<file path="src/rtl/nic_traffic_engine.sv">
// NIC-side traffic master/checker: injects a programmed burst of packets toward one
// mesh tile and drains/checks the packets that arrive at its own tile.
module nic_traffic_engine #(
  parameter int DW           = 64,
  parameter int MESH_X       = 3,
  parameter int MESH_Y       = 3,
  parameter int SRC_X        = 0,
  parameter int SRC_Y        = 0,
  parameter int CNT_W        = 8,
  parameter int POLL_TIMEOUT = 400
) (
  input  logic             clk,
  input  logic             reset,
  input  logic             start,
  input  logic [2:0]       dst_x,
  input  logic [2:0]       dst_y,
  input  logic [CNT_W-1:0] tx_num,
  input  logic [CNT_W-1:0] rx_num,
  input  logic [15:0]      exp_src,
  input  logic [15:0]      seed,
  output logic [1:0]       nic_addr,
  output logic [DW-1:0]    nic_di,
  output logic             nic_en,
  output logic             nic_we,
  input  logic [DW-1:0]    nic_do,
  output logic             busy,
  output logic             done,
  output logic             timeout,
  output logic             cfg_err,
  output logic [CNT_W-1:0] tx_count,
  output logic [CNT_W-1:0] rx_count,
  output logic [CNT_W-1:0] err_count,
  output logic [DW-1:0]    last_rx,
  output logic [3:0]       dbg_state
);

  typedef enum logic [3:0] {
    IDLE    = 4'd0,
    CHK_OUT = 4'd1,
    WT_OUT  = 4'd2,
    WRITE   = 4'd3,
    CHK_IN  = 4'd4,
    WT_IN   = 4'd5,
    READ    = 4'd6,
    WT_RD   = 4'd7,
    DONE    = 4'd8
  } state_e;

  localparam int              WD_W    = $clog2(POLL_TIMEOUT + 1);
  localparam logic [WD_W-1:0] WD_LAST = WD_W'(POLL_TIMEOUT - 1);
  localparam logic [3:0]      SX      = 4'(SRC_X);
  localparam logic [3:0]      SY      = 4'(SRC_Y);
  localparam logic [15:0]     SRC_ID  = {8'(SRC_Y), 8'(SRC_X)};

  state_e           state_q, state_d;
  logic [2:0]       dst_x_q, dst_x_d, dst_y_q, dst_y_d;
  logic [CNT_W-1:0] tx_num_q, tx_num_d, rx_num_q, rx_num_d;
  logic [15:0]      exp_src_q, exp_src_d, seed_q, seed_d;
  logic [CNT_W-1:0] tx_count_q, tx_count_d, rx_count_q, rx_count_d;
  logic [CNT_W-1:0] err_count_q, err_count_d;
  logic [DW-1:0]    last_rx_q, last_rx_d;
  logic             busy_q, busy_d, done_q, done_d;
  logic             timeout_q, timeout_d, cfg_err_q, cfg_err_d;
  logic [WD_W-1:0]  wd_q, wd_d;

  logic             tx_left, rx_left;
  logic [3:0]       dx, dy, hop_x, hop_y;
  logic [63:0]      pkt;

  function automatic logic [CNT_W-1:0] sat_inc(input logic [CNT_W-1:0] v);
    return (v == '1) ? v : v + 1'b1;
  endfunction

  assign tx_left = (tx_count_q != tx_num_q);
  assign rx_left = (rx_count_q != rx_num_q);

  // Header: VC=0, direction bits, one-hot-run hop masks, own id, sequence data.
  always_comb begin
    dx    = ({1'b0, dst_x_q} >= SX) ? ({1'b0, dst_x_q} - SX) : (SX - {1'b0, dst_x_q});
    dy    = ({1'b0, dst_y_q} >= SY) ? ({1'b0, dst_y_q} - SY) : (SY - {1'b0, dst_y_q});
    hop_x = 4'((5'd1 << dx) - 5'd1);
    hop_y = 4'((5'd1 << dy) - 5'd1);
    pkt          = '0;
    pkt[62]      = ({1'b0, dst_x_q} < SX);
    pkt[61]      = ({1'b0, dst_y_q} > SY);
    pkt[55:52]   = hop_x;
    pkt[51:48]   = hop_y;
    pkt[47:32]   = SRC_ID;
    pkt[31:16]   = seed_q + 16'(tx_count_q);
  end

  // NIC port: a read (en=1, we=0) returns nic_do one cycle later; a write
  // (en=1, we=1, addr=10) is a single cycle. All NIC outputs are zero otherwise.
  always_comb begin
    state_d     = state_q;
    dst_x_d     = dst_x_q;
    dst_y_d     = dst_y_q;
    tx_num_d    = tx_num_q;
    rx_num_d    = rx_num_q;
    exp_src_d   = exp_src_q;
    seed_d      = seed_q;
    tx_count_d  = tx_count_q;
    rx_count_d  = rx_count_q;
    err_count_d = err_count_q;
    last_rx_d   = last_rx_q;
    busy_d      = busy_q;
    done_d      = done_q;
    timeout_d   = timeout_q;
    cfg_err_d   = cfg_err_q;
    wd_d        = wd_q;
    nic_en      = 1'b0;
    nic_we      = 1'b0;
    nic_addr    = 2'b00;
    nic_di      = '0;

    case (state_q)
      IDLE, DONE: begin
        state_d = IDLE;
        if (start) begin
          dst_x_d     = dst_x;
          dst_y_d     = dst_y;
          tx_num_d    = tx_num;
          rx_num_d    = rx_num;
          exp_src_d   = exp_src;
          seed_d      = seed;
          tx_count_d  = '0;
          rx_count_d  = '0;
          err_count_d = '0;
          last_rx_d   = '0;
          done_d      = 1'b0;
          timeout_d   = 1'b0;
          cfg_err_d   = 1'b0;
          wd_d        = '0;
          if (int'(dst_x) >= MESH_X || int'(dst_y) >= MESH_Y) begin
            cfg_err_d = 1'b1;
            done_d    = 1'b1;
          end else begin
            busy_d  = 1'b1;
            state_d = CHK_OUT;
          end
        end
      end
      CHK_OUT: begin
        if (!tx_left) begin
          state_d = rx_left ? CHK_IN : DONE;
        end else begin
          nic_en   = 1'b1;
          nic_addr = 2'b11;
          state_d  = WT_OUT;
        end
      end
      // A full output queue yields to the drain side so reception never starves.
      WT_OUT: state_d = nic_do[0] ? CHK_IN : WRITE;
      WRITE: begin
        nic_en     = 1'b1;
        nic_we     = 1'b1;
        nic_addr   = 2'b10;
        nic_di     = DW'(pkt);
        tx_count_d = sat_inc(tx_count_q);
        state_d    = CHK_IN;
      end
      CHK_IN: begin
        if (!rx_left) begin
          state_d = tx_left ? CHK_OUT : DONE;
        end else begin
          nic_en   = 1'b1;
          nic_addr = 2'b01;
          state_d  = WT_IN;
        end
      end
      WT_IN: state_d = nic_do[0] ? READ : CHK_OUT;
      READ: begin
        nic_en   = 1'b1;
        nic_addr = 2'b00;
        state_d  = WT_RD;
      end
      WT_RD: begin
        last_rx_d  = nic_do;
        rx_count_d = sat_inc(rx_count_q);
        if (nic_do[47:32] != exp_src_q || nic_do[31:16] != seed_q + 16'(rx_count_q))
          err_count_d = sat_inc(err_count_q);
        state_d = CHK_OUT;
      end
      default: state_d = IDLE;
    endcase

    // Watchdog: any completed transfer counts as progress.
    if (state_q == WRITE || state_q == WT_RD) begin
      wd_d = '0;
    end else if (busy_q) begin
      if (wd_q == WD_LAST) begin
        timeout_d = 1'b1;
        state_d   = DONE;
      end else begin
        wd_d = wd_q + 1'b1;
      end
    end

    if (state_d == DONE && state_q != DONE) begin
      done_d = 1'b1;
      busy_d = 1'b0;
    end
  end

  always_ff @(posedge clk or negedge reset) begin
    if (!reset) begin
      state_q     <= IDLE;
      dst_x_q     <= '0;
      dst_y_q     <= '0;
      tx_num_q    <= '0;
      rx_num_q    <= '0;
      exp_src_q   <= '0;
      seed_q      <= '0;
      tx_count_q  <= '0;
      rx_count_q  <= '0;
      err_count_q <= '0;
      last_rx_q   <= '0;
      busy_q      <= 1'b0;
      done_q      <= 1'b0;
      timeout_q   <= 1'b0;
      cfg_err_q   <= 1'b0;
      wd_q        <= '0;
    end else begin
      state_q     <= state_d;
      dst_x_q     <= dst_x_d;
      dst_y_q     <= dst_y_d;
      tx_num_q    <= tx_num_d;
      rx_num_q    <= rx_num_d;
      exp_src_q   <= exp_src_d;
      seed_q      <= seed_d;
      tx_count_q  <= tx_count_d;
      rx_count_q  <= rx_count_d;
      err_count_q <= err_count_d;
      last_rx_q   <= last_rx_d;
      busy_q      <= busy_d;
      done_q      <= done_d;
      timeout_q   <= timeout_d;
      cfg_err_q   <= cfg_err_d;
      wd_q        <= wd_d;
    end
  end

  assign busy      = busy_q;
  assign done      = done_q;
  assign timeout   = timeout_q;
  assign cfg_err   = cfg_err_q;
  assign tx_count  = tx_count_q;
  assign rx_count  = rx_count_q;
  assign err_count = err_count_q;
  assign last_rx   = last_rx_q;
  assign dbg_state = state_q;

endmodule

</file>
<file path="config.mk">
export PLATFORM = sky130hd
export DESIGN_NAME = nic_traffic_engine
export DESIGN_NICKNAME = d
export VERILOG_FILES = /design/src/rtl/nic_traffic_engine.sv
export SDC_FILE = /design/constraint.sdc
export NUM_CORES = 1
export LEC_CHECK = 0
export ABC_AREA = 1
export BUFFER_PORTS_ARGS = -buffer_cell sky130_fd_sc_hd__buf_2
export CORE_ASPECT_RATIO = 1.5
export CORE_MARGIN = 2
export CORE_UTILIZATION = 40
export DETAILED_ROUTE_END_ITERATION = 7
export GPL_ROUTABILITY_DRIVEN = 0
export PLACE_DENSITY = 0.62
export SLEW_MARGIN = 30
export SYNTH_ARGS = -nofsm -noshare
export SYNTH_HDL_FRONTEND = slang
export SYNTH_SLANG_ARGS = --single-unit
</file>
<file path="constraint.sdc">
create_clock -name clk -period 2.9 [get_ports clk]
set_input_delay 0.29 -clock clk [delete_from_list [all_inputs] [get_ports clk]]
set_output_delay 0.29 -clock clk [all_outputs]
set_load 0.01 [all_outputs]
</file>
==> flow_summary.toml, run 1 <==
[sta]
clock-skew-final_ns = 0.00955
min_period_ns = 2.95
worstMarginPinSlew_ns = 0.824
timing.hold.ws_ns = 0.0479
post-route-period-util = 1.02
finalMaxSlewViolations = 0
hold_viol = 0
timing.fmax_ghz = 0.338
relSlewSlack = 0.451
setup_ws_ns = -0.0543
fin_tns_setup_ns = -0.0608
setup_violations = 2
rsz0062_at_grt = "true"

[floorplanning]
dieArea_sq_um = 23700
initial_utilization = 0.405
core_area_sq_um = 22200
num_rows = 67
die_height_microns = 188
dieWidth_microns = 126
pin_count = 285

[cts]
clockBufferDepth = 2
root_buffer = "clkbuf_16"
cts_buffers = 17
cts_sinks = 159
cts_max_level = 4
clk_pin_slew_ns = 0.06
cts_tree = "yes"
clock_latency_ns = 0.44

[final_layout]
layout_commonest_cell = "nand2_1"
syn2layout_area_growth_pct = 26.1
drive_gt1_frac = 0.273
layout_common_cells = "nand2_1 (395), buf_2 (243), dfrtp_1 (154), nand3_1 (108)"
nNetsFinal = 1562
fin_cells = 1707
fillers = 2222
final_cell_area_sq_um = 11300

[critical_path]
rr_worst_depth = 19
setup.worst_path.start = "tx_count[3]"
max_stage_delay_ns = 0.45
r2r_slack_ns = 0.18
critPathBufInv = 1
crit_type = "register to output pin"
crit_family = "compound AO/OA/AOI/OAI gates"
crit_top_cell = "nand2_2"
crit_chain = "ha_2 -> a21oi_1 -> nand2_2 -> nand2_2 -> nand2_2 -> a21oi_2 -> nor2_1 -> o21ai_2 -> nand2_2 -> nand2_2 -> nand2_1 -> a31oi_1 -> buf_2"
end_kind = "output pin"
worstPathRequired_ns = 2.61
crit_fanout = 5
cp.depth = 13
start_kind = "register"
cpMaxStageDelayCell = "dfrtp_2"
worstReg2RegStart = "seed_q[0]"
r2r_end = "err_count[7]"
crit_arrival_ns = 2.66
setup.worst_path.end = "nic_di[24]"

[drt]
drc = 0
vias_per_cell = 4.86
dr_total_vias = 8300
first_iter_violations = 380
postRouteAntennaNets = 0
wl_microns = 25800
wl_per_cell_microns = 15.1
first_pass_iters = 5

[power]
vdd_drop_max_uv = 460
clockPowerShare = 0.227
p_int_mw = 6.40
p_leak_nw = 6.28
powerDensity_nw_per_um2 = 941
p_seq_frac = 0.358
switching_share = 0.401
combPwrFrac = 0.415
p_switching_mw = 4.28

[yosys]
ys_warn_count = 0
synth_top_area_frac = 0.442
yosys_register_bits = 159
ys_seq_area_frac = 0.442
synth_area_leader_cell = "dfrtp_1"
synth.area.top_cells = "dfrtp_1 (44%), nand2_1 (17%), nand3_1 (6.1%)"
synth_cells = 1161
syn_area_per_cell_sq_um = 7.75
syn_area_sq_um = 9000
netlist-cell-type-count = 51

[global_routing]
grt_first_pass_wirelength_microns = 40700
overflow = 0
grtUsageTotal = 0.216
grt_start_max_net_pins = 74
grt_pass1_vias = 7974
grt_antenna_before_repair = 1

[placed_design]
dpl.hpwl_microns = 19200
post-place-ws_ns = 0.0854
io_buffers = 245
dp.cells = 1658
placed_area_sq_um = 10400

[min_path]
min_path_type = "input pin to register"
min_from = "tx_num[6]"

[outcome]
violations = "negative setup slack"
status = "finished with violations"

[job]
drv_cap = 0
-- synthesized netlist by cell type, drive strengths merged --
cell type	n
o21a	3
or2	4
nor4	5
and2	3
o22ai	1
o211ai	1
fa	2
xor2	43
nor2	83
buf	58
a2bb2oi	1
o2111ai	2
o21bai	1
nand4	9
nand2	412
conb	1
a22oi	1
a41oi	1
a21oi	34
a2111oi	2
nor3b	5
nand3	117
dfrtp	159
clkbuf	21
ha	22
xnor2	16
clkinv	2
nor3	17
inv	84
nand3b	4
a211oi	2
o22a	1
a31oi	4
o21ai	40
-- how the worst min path moves through the flow --
stage | endpoint | cells after the start
after floorplan | busy | 0
after global placement | busy | 1
after detailed placement | timeout | 1
after CTS | rx_num_q[7] | 3
after global routing | rx_num_q[7] | 3
final | tx_num_q[6] | 3
-- layout make-up --
class | instances | area (sq um) | area share
Timing Repair Buffer | 278 | 1520 | 0.134
Clock buffer | 23 | 478 | 0.0421
Clock inverter | 9 | 156 | 0.0138
Multi-Input combinational cell | 875 | 4530 | 0.399
Antenna cell | 1 | 2.50 | 0.000221
Inverter | 86 | 330 | 0.0291
Tap cell | 276 | 345 | 0.0304
Sequential cell | 159 | 3990 | 0.351
-- state kept, by name, indices dropped and copies added (netlist names), 3 cells and up --
signal and count:
tx_num_q 8, seed_q 16, rx_num_q 8, last_rx 64, dst_x_q 3, err_count 8
tx_count 8, dbg_state 4, dst_y_q 3, exp_src_q 16, wd_q 9, rx_count 8
-- routing by layer --
layer	routed length, microns	part of all wire	GRT usage
met4	998	0.039	0.0989
met3	1180	0.046	0.0482
met5	0	0	0
met2	13200	0.51	0.370
met1	10400	0.40	0.255
-- worst register-to-register path: cells and delay by family (launching register included) --
kind | cells | cell delay, ns
flip-flops | 1 | 0.39
buffers and inverters | 3 | 0.29
AND/OR/NAND/NOR | 14 | 1.29
adder cells (fa/ha/maj) | 2 | 0.63
-- power by group through the flow --
| stage | clock network [mW] | logic (mW) | registers (mW) |
|---|---|---|---|
| after CTS | 2.49 | 4.39 | 3.81 |
| after floorplan | 0 | 2.60 | 3.98 |
| after global placement | 0 | 4.26 | 3.82 |
| final | 2.42 | 4.44 | 3.82 |
| after global routing | 2.58 | 5.00 | 3.94 |
| after detailed placement | 0 | 4.32 | 3.85 |
-- per-stage QoR --
stage / util / power [mW]
3_3_place_gp: 0.470 / 8.07
5_1_grt: 0.511 / 11.5
3_5_place_dp: 0.470 / 8.17
2_1_floorplan: - / 6.58
6_report: 0.511 / 10.7
4_1_cts: 0.503 / 10.7
-- cell families (layout without fill, tap and decap cells) --
| family | after synthesis | count (layout) | share of synthesized area |
|---|---|---|---|
| AO/OA/AOI/OAI | 94 | 94 | 0.0585 |
| XOR/XNOR | 59 | 59 | 0.0574 |
| flip-flops | 159 | 159 | 0.442 |
| buffers and inverters | 165 | 396 | 0.0869 |
| other | 1 | 40 | 0.000417 |
| AND/OR/NAND/NOR | 659 | 659 | 0.320 |
| adder cells (fa/ha/maj) | 24 | 24 | 0.0350 |
-- timing repair --
item | in CTS | in global routing
resized for setup | 13 | 23
setup endpoints to repair | 6 | 12
hold buffers | 1 | 0
setup buffers | 7 | 8
pin swaps | 11 | 11
hold endpoints to repair | 54 | 0
Note: power is estimated with default switching activity, not from simulation.
==> run 2, diff against run 1 <==
Settings changed: CORE_UTILIZATION 40 to 45, PLACE_DENSITY 0.62 to 0.69.
==> run 2 against run 1 <==
  * The flow now finishes without violations
  * Power is 2.3% lower
  * Final area is 1.0% lower
  * Hold slack worse by 0.0036 ns
  * Largest cell class unchanged
  * Final cell count is 1.2% lower
  * Sequential share of layout area is 0.33 points higher
  * Wire length is 3.2% lower
  * Die area is 11% lower
  * Register-to-register slack better by 0.15 ns
  * Combinational power is 2% lower
  * Worst setup slack better by 0.071 ns
  * Clock skew is 0.0038 ns lower
  * Clock-buffer cell count is 3 lower
==> flow_summary.toml, run 2 (synthesis gave the netlist of run 1 again) <==
[critical_path]
crit_arrival_ns = 2.59
crit_fanout = 3
r2r_end = "err_count[4]"
crit_chain = "ha_2 -> fa_2 -> nand3_2 -> nand2_2 -> nand2_2 -> nand2_2 -> a21oi_2 -> nor2_1 -> o21ai_2 -> nand2_2 -> nand2_2 -> nor2_1 -> nand2_1 -> a21oi_2 -> buf_2"
setup.worst_path.start = "tx_count[0]"
setup.worst_path.end = "nic_di[28]"
crit_type = "register to output pin"
worstPathRequired_ns = 2.61
cpMaxStageDelayCell = "dfrtp_1"
worstReg2RegStart = "rx_count[0]"
r2r_slack_ns = 0.33
rr_worst_depth = 17
crit_top_cell = "nand2_2"
max_stage_delay_ns = 0.39
start_kind = "register"
end_kind = "output pin"

[drt]
postRouteAntennaNets = 0
first_pass_iters = 4
wl_microns = 24900
vias_per_cell = 4.94
first_iter_violations = 408
dr_total_vias = 8323
drc = 0
wl_per_cell_microns = 14.8

[global_routing]
grt_antenna_before_repair = 1
overflow = 0
grt_start_max_net_pins = 91
grt_pass1_vias = 7973
grt_first_pass_wirelength_microns = 38800
grtUsageTotal = 0.233

[floorplanning]
core_area_sq_um = 19700
dieWidth_microns = 119
num_rows = 63
initial_utilization = 0.457
dieArea_sq_um = 21200
pin_count = 285
die_height_microns = 177

[sta]
timing.hold.ws_ns = 0.0443
timing.fmax_ghz = 0.347
post-route-period-util = 0.994
rsz0062_at_grt = "true"
worstMarginPinSlew_ns = 0.817
hold_viol = 0
min_period_ns = 2.88
setup_ws_ns = 0.0166
clock-skew-final_ns = 0.00578
fin_tns_setup_ns = 0
setup_violations = 0
relSlewSlack = 0.455
finalMaxSlewViolations = 0

[power]
powerDensity_nw_per_um2 = 929
vdd_drop_max_uv = 450
p_leak_nw = 6.23
report.power.total_mw = 10.4

[final_layout]
syn2layout_area_growth_pct = 24.8
drive_gt1_frac = 0.270
largest_register_ffs = 64
nNetsFinal = 1557
multi_input_area_sq_um = 4540
layout_common_cells = "nand2_1 (394), buf_2 (243), dfrtp_1 (156), nand3_1 (108), inv_1 (72)"
layout_commonest_cell = "nand2_1"
seq_area_sq_um = 3980
fillers = 1939

[cts]
cts_buffers = 17
clk_pin_slew_ns = 0.06
cts_tree = "yes"
clockBufferDepth = 2
cts_sinks = 159
root_buffer = "clkbuf_16"
clock_latency_ns = 0.44
cts_max_level = 4

[job]
drv_cap = 0

[placed_design]
dpl.hpwl_microns = 18300
io_buffers = 245
post-place-ws_ns = 0.140

[min_path]
worstHoldPathCells = 3
min_path_type = "input pin to register"

[outcome]
status = "complete, no violations"
==> run 2: layout make-up <==
class                           count  share of cell area
Timing Repair Buffer              273               0.131
Antenna cell                        1            0.000223
Clock inverter                     12              0.0121
Inverter                           86              0.0291
Sequential cell                   159               0.355
Tap cell                          260              0.0290
Multi-Input combinational cell    875               0.404
Clock buffer                       20              0.0398
==> run 2: how the worst min path moves through the flow <==
| stage | startpoint | to |
|---|---|---|
| global placement | reset | done |
| finish | nic_do[60] | last_rx[60] |
| CTS | nic_do[60] | last_rx[60] |
| floorplan | reset | busy |
| global route | nic_do[57] | last_rx[57] |
| detailed placement | reset | done |
==> run 2: worst max-delay path, delay by kind of cell (launching register included) <==
kind,cells,cell delay [ns]
AOI/OAI and AO/OA,3,0.34
adders and majority gates,2,0.56
buffers and inverters,1,0.14
DFF,1,0.39
and+or+nand+nor,9,0.73
==> run 2: metal layers <==
layer | vias up | global-route usage | part of all wire
met5 | - | 0 | 0
met4 | 0 | 0.116 | 0.041
met3 | 59 | 0.0464 | 0.046
met2 | 250 | 0.421 | 0.52
met1 | 3869 | 0.258 | 0.39
li1 | 4145 | - | -
==> run 2: where the power goes <==
group / internal, mW / switching (mW) / leakage [nW] / total [mW]
clock network: 1.30 / 0.945 / 0.282 / 2.24
registers: 3.13 / 0.710 / 2.08 / 3.84
logic: 1.72 / 2.63 / 3.87 / 4.35
==> run 2: repair_timing <==
item / 4_1_cts / 5_1_grt
setup buffers: 8 / 4
hold buffers: 1 / 0
endpoints found under the hold margin: 57 / 0
endpoints found under the setup margin: 5 / 9
pin swaps: 9 / 10
resized for setup: 16 / 19
==> run 2: per-stage QoR <==
step | std cells | instance area (sq um) | utilization
floorplan | 1199 | 9140 | -
global placement | 1640 | 10400 | 0.527
detailed placement | 1640 | 10400 | 0.527
CTS | 1681 | 11100 | 0.564
global route | 1686 | 11200 | 0.570
finish | 1686 | 11200 | 0.570
